==> src/rtl/subcarrier_mapper_pkg.sv <==
// Shared definitions for the OFDM subcarrier mapper: bin masks, LTS reference,
// pilot bins, default amplitudes and FSM state encoding.
package subcarrier_mapper_pkg;

    // bit k = FFT bin k; bin 0 is DC, 1..26 positive, 38..63 negative subcarriers
    localparam logic [63:0] SUBCARRIER_MASK = 64'hFFFF_FFC0_07FF_FFFE;
    localparam logic [63:0] PILOT_MASK      = 64'h0200_0800_0020_0080;
    localparam logic [63:0] DATA_MASK       = SUBCARRIER_MASK ^ PILOT_MASK;
    // 1 marks a -1 LTS bin
    localparam logic [63:0] LTS_REF         = 64'h0A60_5300_0056_7D4C;

    localparam logic [5:0] PILOT_BIN_0   = 6'd7;
    localparam logic [5:0] PILOT_BIN_1   = 6'd21;
    localparam logic [5:0] PILOT_BIN_2   = 6'd43;
    localparam logic [5:0] PILOT_BIN_3   = 6'd57;
    localparam logic [5:0] PILOT_NEG_BIN = PILOT_BIN_1;

    localparam logic signed [15:0] DEF_PILOT_AMP = 16'sd8192;
    localparam logic signed [15:0] DEF_LTS_AMP   = 16'sd8192;
    localparam logic [6:0]         LFSR_SEED     = 7'h7F;

    typedef enum logic [1:0] {
        S_IDLE = 2'd0,
        S_LTS  = 2'd1,
        S_DATA = 2'd2,
        S_DONE = 2'd3
    } state_t;

    function automatic logic [31:0] real_bin(input logic signed [15:0] amp);
        return {amp, 16'h0000};
    endfunction

endpackage

==> src/rtl/subcarrier_mapper_if.sv <==
// Sample streams of the subcarrier mapper; master is the mapper side.
interface subcarrier_mapper_if;
    logic [31:0] sample_in;
    logic        sample_in_strobe;
    logic        sample_in_ready;
    logic [31:0] sample_out;
    logic        sample_out_strobe;
    logic        sample_out_ready;

    modport master (
        input  sample_in, sample_in_strobe, sample_out_ready,
        output sample_in_ready, sample_out, sample_out_strobe
    );

    modport slave (
        output sample_in, sample_in_strobe, sample_out_ready,
        input  sample_in_ready, sample_out, sample_out_strobe
    );
endinterface

==> src/rtl/subcarrier_mapper_pilot_lfsr.sv <==
// Pilot polarity generator, x^7+x^4+1; pol is the bit for the current data symbol.
module pilot_lfsr
    import subcarrier_mapper_pkg::*;
(
    input  logic clock,
    input  logic reset,
    input  logic load,
    input  logic step,
    output logic pol
);
    logic [6:0] lfsr;

    assign pol = lfsr[6] ^ lfsr[3];

    always_ff @(posedge clock or posedge reset) begin
        if (reset)     lfsr <= LFSR_SEED;
        else if (load) lfsr <= LFSR_SEED;
        else if (step) lfsr <= {lfsr[5:0], pol};
    end
endmodule

==> src/rtl/subcarrier_mapper.sv <==
// OFDM frequency-domain mapper: optional two-symbol LTS preamble (TX_LTS_EN),
// then data symbols with pilots and nulls, streamed in FFT bin order.
module subcarrier_mapper
    import subcarrier_mapper_pkg::*;
#(
    parameter logic signed [15:0] PILOT_AMP = DEF_PILOT_AMP,
    parameter logic signed [15:0] LTS_AMP   = DEF_LTS_AMP
) (
    input  logic                clock,
    input  logic                reset,
    input  logic                enable,
    input  logic                start,
    input  logic [15:0]         num_sym,
    subcarrier_mapper_if.master bus,
    output logic                busy,
    output logic                done
);
    localparam logic signed [15:0] PILOT_NEG = -PILOT_AMP;
    localparam logic signed [15:0] LTS_NEG   = -LTS_AMP;

    state_t      state;
    logic [6:0]  cnt;
    logic [15:0] sym_cnt;
    logic [15:0] num_sym_r;
    logic [5:0]  bin;
    logic        is_used, is_pilot, is_data;
    logic        out_free, advance, start_ok;
    logic        lts_last, sym_last, pol;
    logic [31:0] bin_val;

    assign bin      = cnt[5:0];
    assign is_used  = SUBCARRIER_MASK[bin];
    assign is_pilot = PILOT_MASK[bin];
    assign is_data  = DATA_MASK[bin];
    assign lts_last = (cnt == 7'd127);
    assign sym_last = (bin == 6'd63);
    assign busy     = (state != S_IDLE);
    assign start_ok = enable && start && (state == S_IDLE) && !done;

    // the output register can take a new bin when empty or being drained now
    assign out_free = !bus.sample_out_strobe || bus.sample_out_ready;
    assign bus.sample_in_ready = enable && (state == S_DATA) && is_data && out_free;

    always_comb begin
        advance = 1'b0;
        if (enable && out_free) begin
            if (state == S_LTS)       advance = 1'b1;
            else if (state == S_DATA) advance = !is_data || bus.sample_in_strobe;
        end
    end

    always_comb begin
        bin_val = '0;
        if (state == S_LTS) begin
            if (is_used) bin_val = real_bin(LTS_REF[bin] ? LTS_NEG : LTS_AMP);
        end else if (is_pilot) begin
            bin_val = real_bin((pol ^ (bin == PILOT_NEG_BIN)) ? PILOT_NEG : PILOT_AMP);
        end else if (is_data) begin
            bin_val = bus.sample_in;
        end
    end

    pilot_lfsr u_lfsr (
        .clock (clock),
        .reset (reset),
        .load  (start_ok),
        .step  (advance && (state == S_DATA) && sym_last),
        .pol   (pol)
    );

    always_ff @(posedge clock or posedge reset) begin
        if (reset) begin
            state                 <= S_IDLE;
            cnt                   <= '0;
            sym_cnt               <= '0;
            num_sym_r             <= '0;
            bus.sample_out        <= '0;
            bus.sample_out_strobe <= 1'b0;
            done                  <= 1'b0;
        end else if (enable) begin
            done <= 1'b0;
            if (bus.sample_out_strobe && bus.sample_out_ready)
                bus.sample_out_strobe <= 1'b0;
            if (advance) begin
                bus.sample_out        <= bin_val;
                bus.sample_out_strobe <= 1'b1;
            end
            case (state)
                S_IDLE: if (start_ok) begin
                    num_sym_r <= num_sym;
                    cnt       <= '0;
                    sym_cnt   <= '0;
`ifdef TX_LTS_EN
                    state     <= S_LTS;
`else
                    state     <= (num_sym == 16'd0) ? S_DONE : S_DATA;
`endif
                end
                S_LTS: if (advance) begin
                    cnt <= cnt + 7'd1;
                    if (lts_last) state <= (num_sym_r == 16'd0) ? S_DONE : S_DATA;
                end
                S_DATA: if (advance) begin
                    if (sym_last) begin
                        cnt     <= '0;
                        sym_cnt <= sym_cnt + 16'd1;
                        if (sym_cnt + 16'd1 == num_sym_r) state <= S_DONE;
                    end else begin
                        cnt <= cnt + 7'd1;
                    end
                end
                S_DONE: if (out_free) begin
                    done  <= 1'b1;
                    state <= S_IDLE;
                end
                default: state <= S_IDLE;
            endcase
        end
    end
endmodule
==> src/flat_wrapper.sv <==
// flat-port wrapper written by rule: the top's interface ports become plain ports
module subcarrier_mapper_flat import subcarrier_mapper_pkg::*;
#(
    parameter logic signed [15:0] PILOT_AMP = DEF_PILOT_AMP,
    parameter logic signed [15:0] LTS_AMP   = DEF_LTS_AMP
)
  (clock, reset, enable, start, num_sym, busy, done, bus_sample_in, bus_sample_in_strobe, bus_sample_out_ready, bus_sample_in_ready, bus_sample_out, bus_sample_out_strobe);
  subcarrier_mapper_if bus_i ();
  input  logic clock;
  input  logic reset;
  input  logic enable;
  input  logic start;
  input  logic [15:0] num_sym;
  output logic busy;
  output logic done;
  input wire logic [$bits(bus_i.sample_in)-1:0] bus_sample_in;
  input wire logic [$bits(bus_i.sample_in_strobe)-1:0] bus_sample_in_strobe;
  input wire logic [$bits(bus_i.sample_out_ready)-1:0] bus_sample_out_ready;
  output wire logic [$bits(bus_i.sample_in_ready)-1:0] bus_sample_in_ready;
  output wire logic [$bits(bus_i.sample_out)-1:0] bus_sample_out;
  output wire logic [$bits(bus_i.sample_out_strobe)-1:0] bus_sample_out_strobe;
  assign bus_i.sample_in = bus_sample_in;
  assign bus_i.sample_in_strobe = bus_sample_in_strobe;
  assign bus_i.sample_out_ready = bus_sample_out_ready;
  assign bus_sample_in_ready = bus_i.sample_in_ready;
  assign bus_sample_out = bus_i.sample_out;
  assign bus_sample_out_strobe = bus_i.sample_out_strobe;
  subcarrier_mapper #(.PILOT_AMP(PILOT_AMP), .LTS_AMP(LTS_AMP)) u_core (.clock(clock), .reset(reset), .enable(enable), .start(start), .num_sym(num_sym), .bus(bus_i), .busy(busy), .done(done));
endmodule
==> config.mk <==
export PLATFORM = sky130hd
export DESIGN_NAME = subcarrier_mapper_flat
export DESIGN_NICKNAME = d
export VERILOG_FILES = /design/src/rtl/subcarrier_mapper_pkg.sv /design/src/rtl/subcarrier_mapper_if.sv /design/src/rtl/subcarrier_mapper_pilot_lfsr.sv /design/src/rtl/subcarrier_mapper.sv /design/src/flat_wrapper.sv
export SDC_FILE = /design/constraint.sdc
export NUM_CORES = 1
export LEC_CHECK = 0
export CORE_MARGIN = 3
export CORE_UTILIZATION = 35
export CTS_CLUSTER_DIAMETER = 120
export DETAILED_ROUTE_END_ITERATION = 10
export SYNTH_ARGS = -nofsm -noshare
export SYNTH_HDL_FRONTEND = slang
export SYNTH_SLANG_ARGS = --single-unit
==> constraint.sdc <==
create_clock -name clock -period 3.68 [get_ports clock]
set_input_delay 1.104 -clock clock [delete_from_list [all_inputs] [get_ports clock]]
set_output_delay 1.104 -clock clock [all_outputs]
set_load 0.02 [all_outputs]
# Yosys cells after proc, flatten, opt, wreduce, memory -nomap -nowiden
# Memories as Yosys holds them, arrays and structs flattened.
# Cells that the tools add are included.
[word_totals]
reg_bits = 82
mem_bits_ro = 256
output_inout_bits = 36
memories = 4
[memory_table]
columns = ["memory", "words", "width", "read_ports", "rd_ports_with_merged_regs", "wr", "line", "text"]
rows = [
  ["(no name shown)", 64, 1, 1, 0, 0, "subcarrier_mapper.sv:34", "assign is_data = DATA_MASK[bin];"],
  ["(no name shown)", 64, 1, 1, 0, 0, "subcarrier_mapper.sv:33", "assign is_pilot = PILOT_MASK[bin];"],
  ["(no name shown)", 64, 1, 1, 0, 0, "subcarrier_mapper.sv:32", "assign is_used = SUBCARRIER_MASK[bin];"],
  ["(no name shown)", 64, 1, 1, 0, 0, "subcarrier_mapper.sv:55", "if (is_used) bin_val = real_bin(LTS_REF[bin] ? LTS_NEG : LTS_AMP);"],
]
[classes]
add_sub_neg = 2
magnitude_cmp = 1
eq_ne = 14
muxes = 38
bitwise = 2
n_reduce_logical = 29
[op_table]
columns = ["op", "count"]
rows = [
  ["32-bit two-way mux", 4],
  ["16-bit two-way mux", 5],
  ["7-bit two-way mux", 6],
  ["16-bit zero test", 2],
  ["16-bit case mux with 2 select lines", 1],
  ["7-bit case mux with 3 select lines", 1],
  ["16-bit by 1-bit adder with 16-bit output, second input constant", 1],
  ["16-bit equality test", 1],
  ["2-bit two-way mux", 7],
  ["1-bit two-way mux", 13],
  ["2-bit by 1-bit inequality test with 1-bit output, second input constant", 6],
  ["1-bit logical AND", 10],
  ["5-bit AND reduction", 2],
  ["2-bit case mux with 4 select lines", 1],
  ["8-bit AND reduction", 1],
  ["2-bit nonzero test", 4],
  ["7-bit by 1-bit adder with 7-bit output, second input constant", 1],
  ["7-bit equality test, second input constant", 1],
  ["6-bit by 7-bit < comparator with 1-bit output, second input constant", 1],
  ["6-bit by 5-bit equality test with 1-bit output, second input constant", 1],
  ["6-bit equality test, second input constant", 1],
  ["2-bit equality test, second input constant", 2],
  ["2-bit AND reduction", 2],
  ["1-bit zero test", 3],
  ["other kinds (7)", 9],
]

# Logic depth before layout (Yosys ltp)
# Gate-level depths: netlist of the first run.
[depth]
depth_word = 11
depth_mapped = 11
ltp_nobuf = 9

# Modules after synthesis
# Synthesis of the first run repeated with hierarchy kept, for this count alone.
[hier_totals]
hier_cells = 541
hier_area_um2 = 4713.3
[by_module_without_submodules]
columns = ["module", "instances", "cells_per_inst", "area_per_inst_um2", "seq_area_each_um2"]
rows = [
  ["subcarrier_mapper", 1, 515, 4400.5, 1876.8],
  ["pilot_lfsr", 1, 26, 312.8, 183.9],
]

# Least setup slack after synthesis of the first run
# No wires, ideal clock.
[synth_path]
path_kind = "input -> output"
start = "in bus_sample_out_ready"
end = "out bus_sample_in_ready"
arrival_ns = 1.757
path_slack_ns = 0.819
path_stages = 4
n_path_buf = 0
path_cell_list = "nor2b_1 nor2_1 nand2_1 a21oi_1"
[synth_between]
elab_chain_len = 2
[synth_lines]
columns = ["item", "line", "text"]
rows = [
  ["start: declaration", "flat_wrapper.sv:18", "input wire logic [$bits(bus_i.sample_out_ready)-1:0] bus_sample_out_ready;"],
  ["1-bit logical OR", "subcarrier_mapper.sv:41", "assign out_free = !bus.sample_out_strobe || bus.sample_out_ready;"],
  ["1-bit logical AND", "subcarrier_mapper.sv:42", "assign bus.sample_in_ready = enable && (state == S_DATA) && is_data && out_free;"],
  ["end: declaration", "flat_wrapper.sv:19", "output wire logic [$bits(bus_i.sample_in_ready)-1:0] bus_sample_in_ready;"],
]
# Every way passes these cells.

# Worst setup path after layout of the first run
[layout_path]
start = "in enable"
end = "out bus_sample_in_ready"
[layout_between]
elab_chain_len = 3
[layout_lines]
columns = ["item", "line", "text"]
rows = [
  ["start: declaration", "flat_wrapper.sv:11", "input logic enable;"],
  ["1-bit logical AND (3 in series)", "subcarrier_mapper.sv:42", ""],
]
# Every way passes these cells.

==> implementation parameters, run 1 <==
Parameter                              Value

Synth
  Sequential fraction of the synthesis area    44.6%
  Netlist area before placement    4620 um2
  Count of flip-flops with a built-in enable after synthesis    0
  #FFs+latches synth    82
  Post-Syn Instances    457
  Number of distinct library cell variants in the gate-level netlist after synthesis    65
  Ys Warns    0
  Primary flip-flop cell chosen by synthesis mapping    sky130_fd_sc_hd__dfrtp_1
  Synthesized netlist net count    524
  Cell type contributing the most total cell area after synthesis    sky130_fd_sc_hd__dfrtp_1
  Synth area leaders    sky130_fd_sc_hd__dfrtp_1, sky130_fd_sc_hd__a22o_1, sky130_fd_sc_hd__mux2_2
  Post-Syn Area per Cell    10.1 um2
  Proportion of register bits with asynchronous set or reset after synthesis    100%
  Area share of the largest cell type after synthesis    40.6%

STA
  Final clock skew    0.00754 ns
  Worst-case setup margin in the final layout    0.250 ns
  Minimum period implied by the final worst setup slack    3.43 ns
  Upper clock frequency limit    292 MHz
  Tightest slew margin relative to the limit    23.8%
  Sum of negative setup slack    0 ns
  Worst Max-Slew Pin Slew    1.14 ns
  Number of pins with negative max-slew slack in the final report    0
  Hold violation count in the final report    0
  Final critical-path share of the clock period    93.2%
  Setup repair after global routing missed its margin    false
  Count of endpoints failing setup in the final report    0

Critical path
  Type of the worst setup path    in2out
  Largest delay contributor family on the critical path    buffers and inverters
  Data arrival time of the critical path    2.33 ns
  Worst r2r src    u_core.cnt[1]$_DFFE_PP0P_
  WP data required    2.58 ns
  Buffers & Inverters on Critical Path    3
  Kind of end point of the critical path    output port
  Critical path cell sequence    clkdlybuf4s50_1, inv_2, nor2_1, nand2_1, a21oi_1, dlygate4sd2_1
  Startpoint types    input port
  Crit path largest cell delay    0.49 ns
  Critical path origin    enable
  Cell type of the slowest stage on the worst timing path    sky130_fd_sc_hd__clkdlybuf4s50_1
  Highest net fanout along the worst path    2

Final layout
  Filler cell count    1222
  Layout Area Growth over Synthesis    30.0%
  Area of all placed cells without fillers    6000 um2
  Fraction of final layout cells sized beyond drive strength 1    12.6%
  Non-filler instance count after layout    719
  Number of antenna repair diodes    0
  Total Nets Final    609

Floorplan
  Row count    41
  Full die area    14600 um2
  Core area    12800 um2
  Starting density of the core    36.2%
  Width of the die    121 um
  Top-Level Pins    90
  Die height    121 um

Placement
  Post-placement cell area    5700 um2
  Placed cell count    703
  Sum of net half-perimeters after detailed placement    9.06 mm
  GPL Wtd Cong    0.862
  Number of port buffers    89
  Post-placement setup slack    -0.0514 ns

Clocking
  Insertion delay to the later sink of the worst-skew pair    0.34 ns
  TritonCTS Buffers    9
  Clock transition at path regs    0.06 ns
  CTS tree    done
  CTS Root Buffer Type    sky130_fd_sc_hd__clkbuf_16
  Clock tree sinks    82
  CTS Hold Buffers Added    0
  Maximum buffer depth of the clock tree    2
  CTS H-tree depth    3

Pwr
  Areal power density over the cells    750 nW/um2
  Static leakage power    2.55 nW
  Worst IR drop on VDD    0.285 mV

Route
  Number of detailed-routing iterations run before antenna repair    5
  Final WL    12.4 mm
  Routed WL per cell    17.3 um
  Post-detailed-route via-to-cell ratio    5.39
  DRC violations left    0
  1st-iter DRT viols    208
  Detailed-route via count    3874
  Number of routed nets with antenna violations    0

GRT
  Wire length of the first global-routing pass    20.3 mm
  Via count of the first global-routing pass    4002
  Leftover overflow at the end of global routing    0
  Largest net degree at the start of global routing    51
  Global routing usage summed across all routing layers    17.4%
  Number of antenna violations at the first check in global routing    0

Worst hold path
  Min-Delay Startpoint    u_core.bus.sample_out[29]$_DFFE_PP0P_
  Classification of the worst-slack hold path    reg2reg

Flow run
  Number of violations of the max-capacitance limit    0

Status
  Status    completed
## routing by layer
metal | GRT usage, % | up-vias | routed length, um
met4 | 4.82 | 0 | 130
met1 | 22.8 | 1929 | 5640
met3 | 3.54 | 13 | 487
li1 | - | 1835 | -
met2 | 29.1 | 97 | 6170
met5 | 0 | - | 0
## worst paths after layout
path	endpoint	slack (ns)	depth (start not counted)
setup / recovery	bus_sample_in_ready	0.25	6
setup reg to reg	u_core.cnt[0]$_DFFE_PP0P_	0.54	9
hold / removal	u_core.bus.sample_out[29]$_DFFE_PP0P_	0.50	2
max in group asynchronous	u_core.u_lfsr.lfsr[1]$_DFFE_PP1P_	1.82	3
hold reg to reg	u_core.bus.sample_out[29]$_DFFE_PP0P_	0.50	2
min in group asynchronous	u_core.bus.sample_out[28]$_DFFE_PP0P_	1.13	2
## where the power goes
group	total (W)	leakage [nW]	internal [W]	switching [W]
combinational	0.00198	1.34	0.000963	0.00102
clock	0.000921	0.145	0.000562	0.000359
sequential	0.00160	1.07	0.00128	0.000325
## area by class of cell
| type | instances | area, um2 | area share, % |
|---|---|---|---|
| clock inverters | 4 | 50.0 | 0.834 |
| flip-flops and latches | 82 | 2060 | 34.3 |
| multi-input cells | 330 | 2350 | 39.2 |
| well taps | 172 | 215 | 3.59 |
| repair buffers | 102 | 1000 | 16.7 |
| inverters | 17 | 65.1 | 1.08 |
| clock buffers | 12 | 256 | 4.27 |
## per-stage QoR
step | hold WS (ns) | power, W | utilization, %
4_1_cts | 0.499 | 0.00454 | 47.0
2_1_floorplan | 0.478 | 0.00262 | -
3_5_place_dp | 0.480 | 0.00360 | 44.6
5_1_grt | 0.524 | 0.00479 | 47.0
3_3_place_gp | 0.469 | 0.00355 | 44.6
6_report | 0.496 | 0.00450 | 47.0
## logic make-up (layout without fill, tap and decap cells)
| family | after synthesis | after routing | synth area share [%] |
|---|---|---|---|
| and+or+nand+nor | 144 | 144 | 17.5 |
| AOI/OAI and AO/OA | 122 | 122 | 19.0 |
| DFF | 82 | 82 | 44.6 |
| buffers and inverters | 45 | 135 | 4.44 |
| muxes | 27 | 27 | 6.34 |
| xor gates and xnor gates | 24 | 24 | 4.55 |
| adders and majority gates | 13 | 13 | 3.52 |
## cell usage after synthesis, types with 7 or more instances
cell type	n
sky130_fd_sc_hd__mux2i_1	9
sky130_fd_sc_hd__dfstp_2	7
sky130_fd_sc_hd__nor2_1	19
sky130_fd_sc_hd__inv_1	16
sky130_fd_sc_hd__o21ai_1	21
sky130_fd_sc_hd__dfrtp_1	75
sky130_fd_sc_hd__a22o_1	33
sky130_fd_sc_hd__nand3_1	14
sky130_fd_sc_hd__clkbuf_1	8
sky130_fd_sc_hd__nor4_1	10
sky130_fd_sc_hd__buf_2	17
sky130_fd_sc_hd__xor2_1	8
sky130_fd_sc_hd__nand2_1	40
sky130_fd_sc_hd__xnor2_1	16
sky130_fd_sc_hd__mux2_2	17
sky130_fd_sc_hd__a21oi_1	20
sky130_fd_sc_hd__o21ai_0	7
sky130_fd_sc_hd__nor3_1	10
sky130_fd_sc_hd__or3_1	9
sky130_fd_sc_hd__ha_1	13
## worst register-to-register path, delay by kind of cell, from the launching register on
family | cells | cell delay, ns
buffers and inverters | 1 | 0.11
adders and majority gates | 1 | 0.24
muxes | 1 | 0.33
DFF | 1 | 0.52
AOI/OAI and AO/OA | 4 | 1.51
and+or+nand+nor | 2 | 0.31
## flip-flops by register name (all words and copies together), names as in the netlist
| signal | cells |
|---|---|
| u_core.done | 1 |
| u_core.cnt | 7 |
| u_core.bus.sample_out_strobe | 1 |
| u_core.state | 2 |
| u_core.u_lfsr.lfsr | 7 |
| u_core.sym_cnt | 16 |
| u_core.num_sym_r | 16 |
| u_core.bus.sample_out | 32 |
## layout by cell type (no fill, tap or decap), drive strengths merged, types with 5 or more instances in the layout
cell / n
o31ai: 5
mux2: 18
nor3: 11
a21oi: 20
a21o: 5
mux2i: 9
o21ai: 28
nand2: 42
buf: 13
clkdlybuf4s50: 88
nand3: 15
ha: 13
o211ai: 5
nor2b: 6
dfrtp: 75
nand2b: 7
xnor2: 16
clkbuf: 12
nor4: 12
xor2: 8
inv: 16
nor2: 20
or3: 9
nand4: 7
dfstp: 7
a22o: 33
## what timing repair did
action | 4_1_cts | 5_1_grt
setup buffers | 0 | 0
resized for setup | 1 | 0
setup endpoints to repair | 1 | 0
(Power assumes the default switching activity.)
==> run 2, diff against run 1 <==
- clock period: 3.68 -> 4.1 ns (I/O delays scaled with it)
==> implementation parameters, run 2 (synthesized netlist as in run 1, its figures left out) <==
Parameter                              Value

Critical path
  Terminus of the critical flop-to-flop path    u_core.bus.sample_out[28]$_DFFE_PP0P_
  Type of the worst setup path    in2out
  Data arrival time of the critical path    2.74 ns
  Worst setup path endpoint    bus_sample_in_ready
  Worst r2r src    u_core.cnt[1]$_DFFE_PP0P_
  Kind of end point of the critical path    output port
  Startpoint types    input port
  Depth of the most critical reg-to-reg path    9
  Highest net fanout along the worst path    3
  Critical path origin    enable
  WP data required    2.87 ns
  Reg2reg setup slack    0.94 ns

Clocking
  CTS tree    done
  Cts repair resizes    0
  CTS Root Buffer Type    sky130_fd_sc_hd__clkbuf_16
  CTS H-tree depth    3
  Clock transition at path regs    0.07 ns
  Maximum buffer depth of the clock tree    2
  Post-CTS Setup Bufs    0
  Clock tree sinks    82
  CTS Hold Buffers Added    0
  TritonCTS Buffers    9
  Insertion delay to the later sink of the worst-skew pair    0.34 ns

Placement
  Sum of net half-perimeters after detailed placement    8.72 mm
  Number of port buffers    89
  GPL Wtd Cong    0.873
  Placed cell count    698
  Post-placement setup slack    0.0979 ns

Final layout
  Layout Area Growth over Synthesis    29.3%
  Commonest non-fill, non-tap cell in the layout    sky130_fd_sc_hd__clkdlybuf4s50_1
  Leading registers by flop count    u_core.bus.sample_out (32), u_core.num_sym_r (16), u_core.sym_cnt (16)
  Total Nets Final    604
  Most used cells in the layout excluding fill and tap cells    sky130_fd_sc_hd__clkdlybuf4s50_1, sky130_fd_sc_hd__dfrtp_1, sky130_fd_sc_hd__nand2_1
  Filler cell count    1199
  Non-filler instance count after layout    714
  Fraction of final layout cells sized beyond drive strength 1    12.0%
  Max FFs per register    32
  Register with the highest flop count    u_core.bus.sample_out
  Number of antenna repair diodes    0

Floorplan
  Full die area    14600 um2
  Starting density of the core    36.2%
  Row count    41
  Core area    12800 um2
  Width of the die    121 um
  Top-Level Pins    90
  Die height    121 um

Route
  1st-iter DRT viols    274
  Number of detailed-routing iterations run before antenna repair    5
  Final WL    12.0 mm
  DRC violations left    0
  Post-detailed-route via-to-cell ratio    5.40
  Detailed-route via count    3855
  Routed WL per cell    16.7 um
  Number of routed nets with antenna violations    0

STA
  Tightest slew margin relative to the limit    22.5%
  Worst Max-Slew Pin Slew    1.16 ns
  Number of pins with negative max-slew slack in the final report    0
  Final clock skew    0.00780 ns
  Final critical-path share of the clock period    96.8%
  Setup repair after global routing missed its margin    false
  Sum of negative setup slack    0 ns
  Minimum period implied by the final worst setup slack    3.97 ns
  Hold violation count in the final report    0
  Upper clock frequency limit    252 MHz
  Count of endpoints failing setup in the final report    0
  Worst-case setup margin in the final layout    0.132 ns

GRT
  Via count of the first global-routing pass    3818
  Wire length of the first global-routing pass    19.4 mm
  Global routing usage summed across all routing layers    16.6%
  Leftover overflow at the end of global routing    0
  Largest net degree at the start of global routing    46
  Number of antenna violations at the first check in global routing    0

Pwr
  Worst IR drop on VDD    0.319 mV
  Areal power density over the cells    682 nW/um2
  Static leakage power    2.52 nW

Status
  Status    completed

Worst hold path
  Classification of the worst-slack hold path    reg2reg

Flow run
  Number of violations of the max-capacitance limit    0
## run 2: cell count changes in the layout (fill, tap and decap cells not counted)
cell,change
sky130_fd_sc_hd__dlygate4sd2_1,-1
sky130_fd_sc_hd__buf_4,-4
sky130_fd_sc_hd__clkbuf_1,-1
sky130_fd_sc_hd__inv_6,+2
sky130_fd_sc_hd__bufinv_16,+1
sky130_fd_sc_hd__buf_12,-1
sky130_fd_sc_hd__clkinvlp_4,+1
sky130_fd_sc_hd__clkinv_2,-1
sky130_fd_sc_hd__clkbuf_8,-2
sky130_fd_sc_hd__clkdlybuf4s50_1,+1
## run 2: how the worst min path moves through the flow
stage                                          startpoint                                     to  slack [ns]  depth (start not counted)
finish              u_core.bus.sample_out[30]$_DFFE_PP0P_  u_core.bus.sample_out[30]$_DFFE_PP0P_        0.49                          2
global route        u_core.bus.sample_out[15]$_DFFE_PP0P_  u_core.bus.sample_out[15]$_DFFE_PP0P_        0.52                          1
CTS                 u_core.bus.sample_out[30]$_DFFE_PP0P_  u_core.bus.sample_out[30]$_DFFE_PP0P_        0.51                          2
detailed placement  u_core.bus.sample_out[29]$_DFFE_PP0P_  u_core.bus.sample_out[29]$_DFFE_PP0P_        0.49                          2
global placement    u_core.bus.sample_out[30]$_DFFE_PP0P_  u_core.bus.sample_out[30]$_DFFE_PP0P_        0.47                          2
floorplan               u_core.u_lfsr.lfsr[0]$_DFFE_PP1P_      u_core.u_lfsr.lfsr[0]$_DFFE_PP1P_        0.48                          2
## run 2: per-stage QoR
| step | hold slack, ns | instance area [um2] | utilization [%] | power [W] |
|---|---|---|---|---|
| final | 0.494 | 5970 | 46.8 | 0.00407 |
| after global routing | 0.525 | 5970 | 46.8 | 0.00432 |
| after CTS | 0.506 | 5970 | 46.8 | 0.00409 |
| after detailed placement | 0.490 | 5650 | 44.2 | 0.00320 |
| after global placement | 0.472 | 5650 | 44.2 | 0.00316 |
| after floorplan | 0.478 | 4620 | - | 0.00235 |
## run 2: worst max-delay path: stages
cell and delay [ns]:
sky130_fd_sc_hd__clkdlybuf4s50_1 0.49, sky130_fd_sc_hd__inv_2 0.04, sky130_fd_sc_hd__nor2_1 0.13, sky130_fd_sc_hd__nand2_1 0.09, sky130_fd_sc_hd__a21oi_1 0.13, sky130_fd_sc_hd__clkdlybuf4s50_1 0.62
## run 2: report_power, final
| part | total [W] | internal [W] | switching [W] | leakage, nW |
|---|---|---|---|---|
| combinational | 0.00173 | 0.000850 | 0.000884 | 1.31 |
| clock | 0.000883 | 0.000538 | 0.000345 | 0.149 |
| sequential | 0.00146 | 0.00114 | 0.000311 | 1.07 |
| total | 0.00407 | 0.00253 | 0.00154 | 2.52 |
## run 2: cell type report
cell class	instances	area (um2)	area share, %
clock buffers	9	225	3.77
clock inverters	7	100	1.68
inverters	17	65.1	1.09
multi-input cells	330	2350	39.4
flip-flops and latches	82	2060	34.5
well taps	172	215	3.60
repair buffers	97	951	15.9
## run 2: metal layers
layer | track usage (%) | up-vias | share of wire (%)
met3 | 3.03 | 17 | 3.3
met4 | 5.95 | 0 | 1.9
met2 | 25.7 | 96 | 48
met1 | 23.2 | 1915 | 47
met5 | 0 | - | 0
li1 | - | 1827 | -
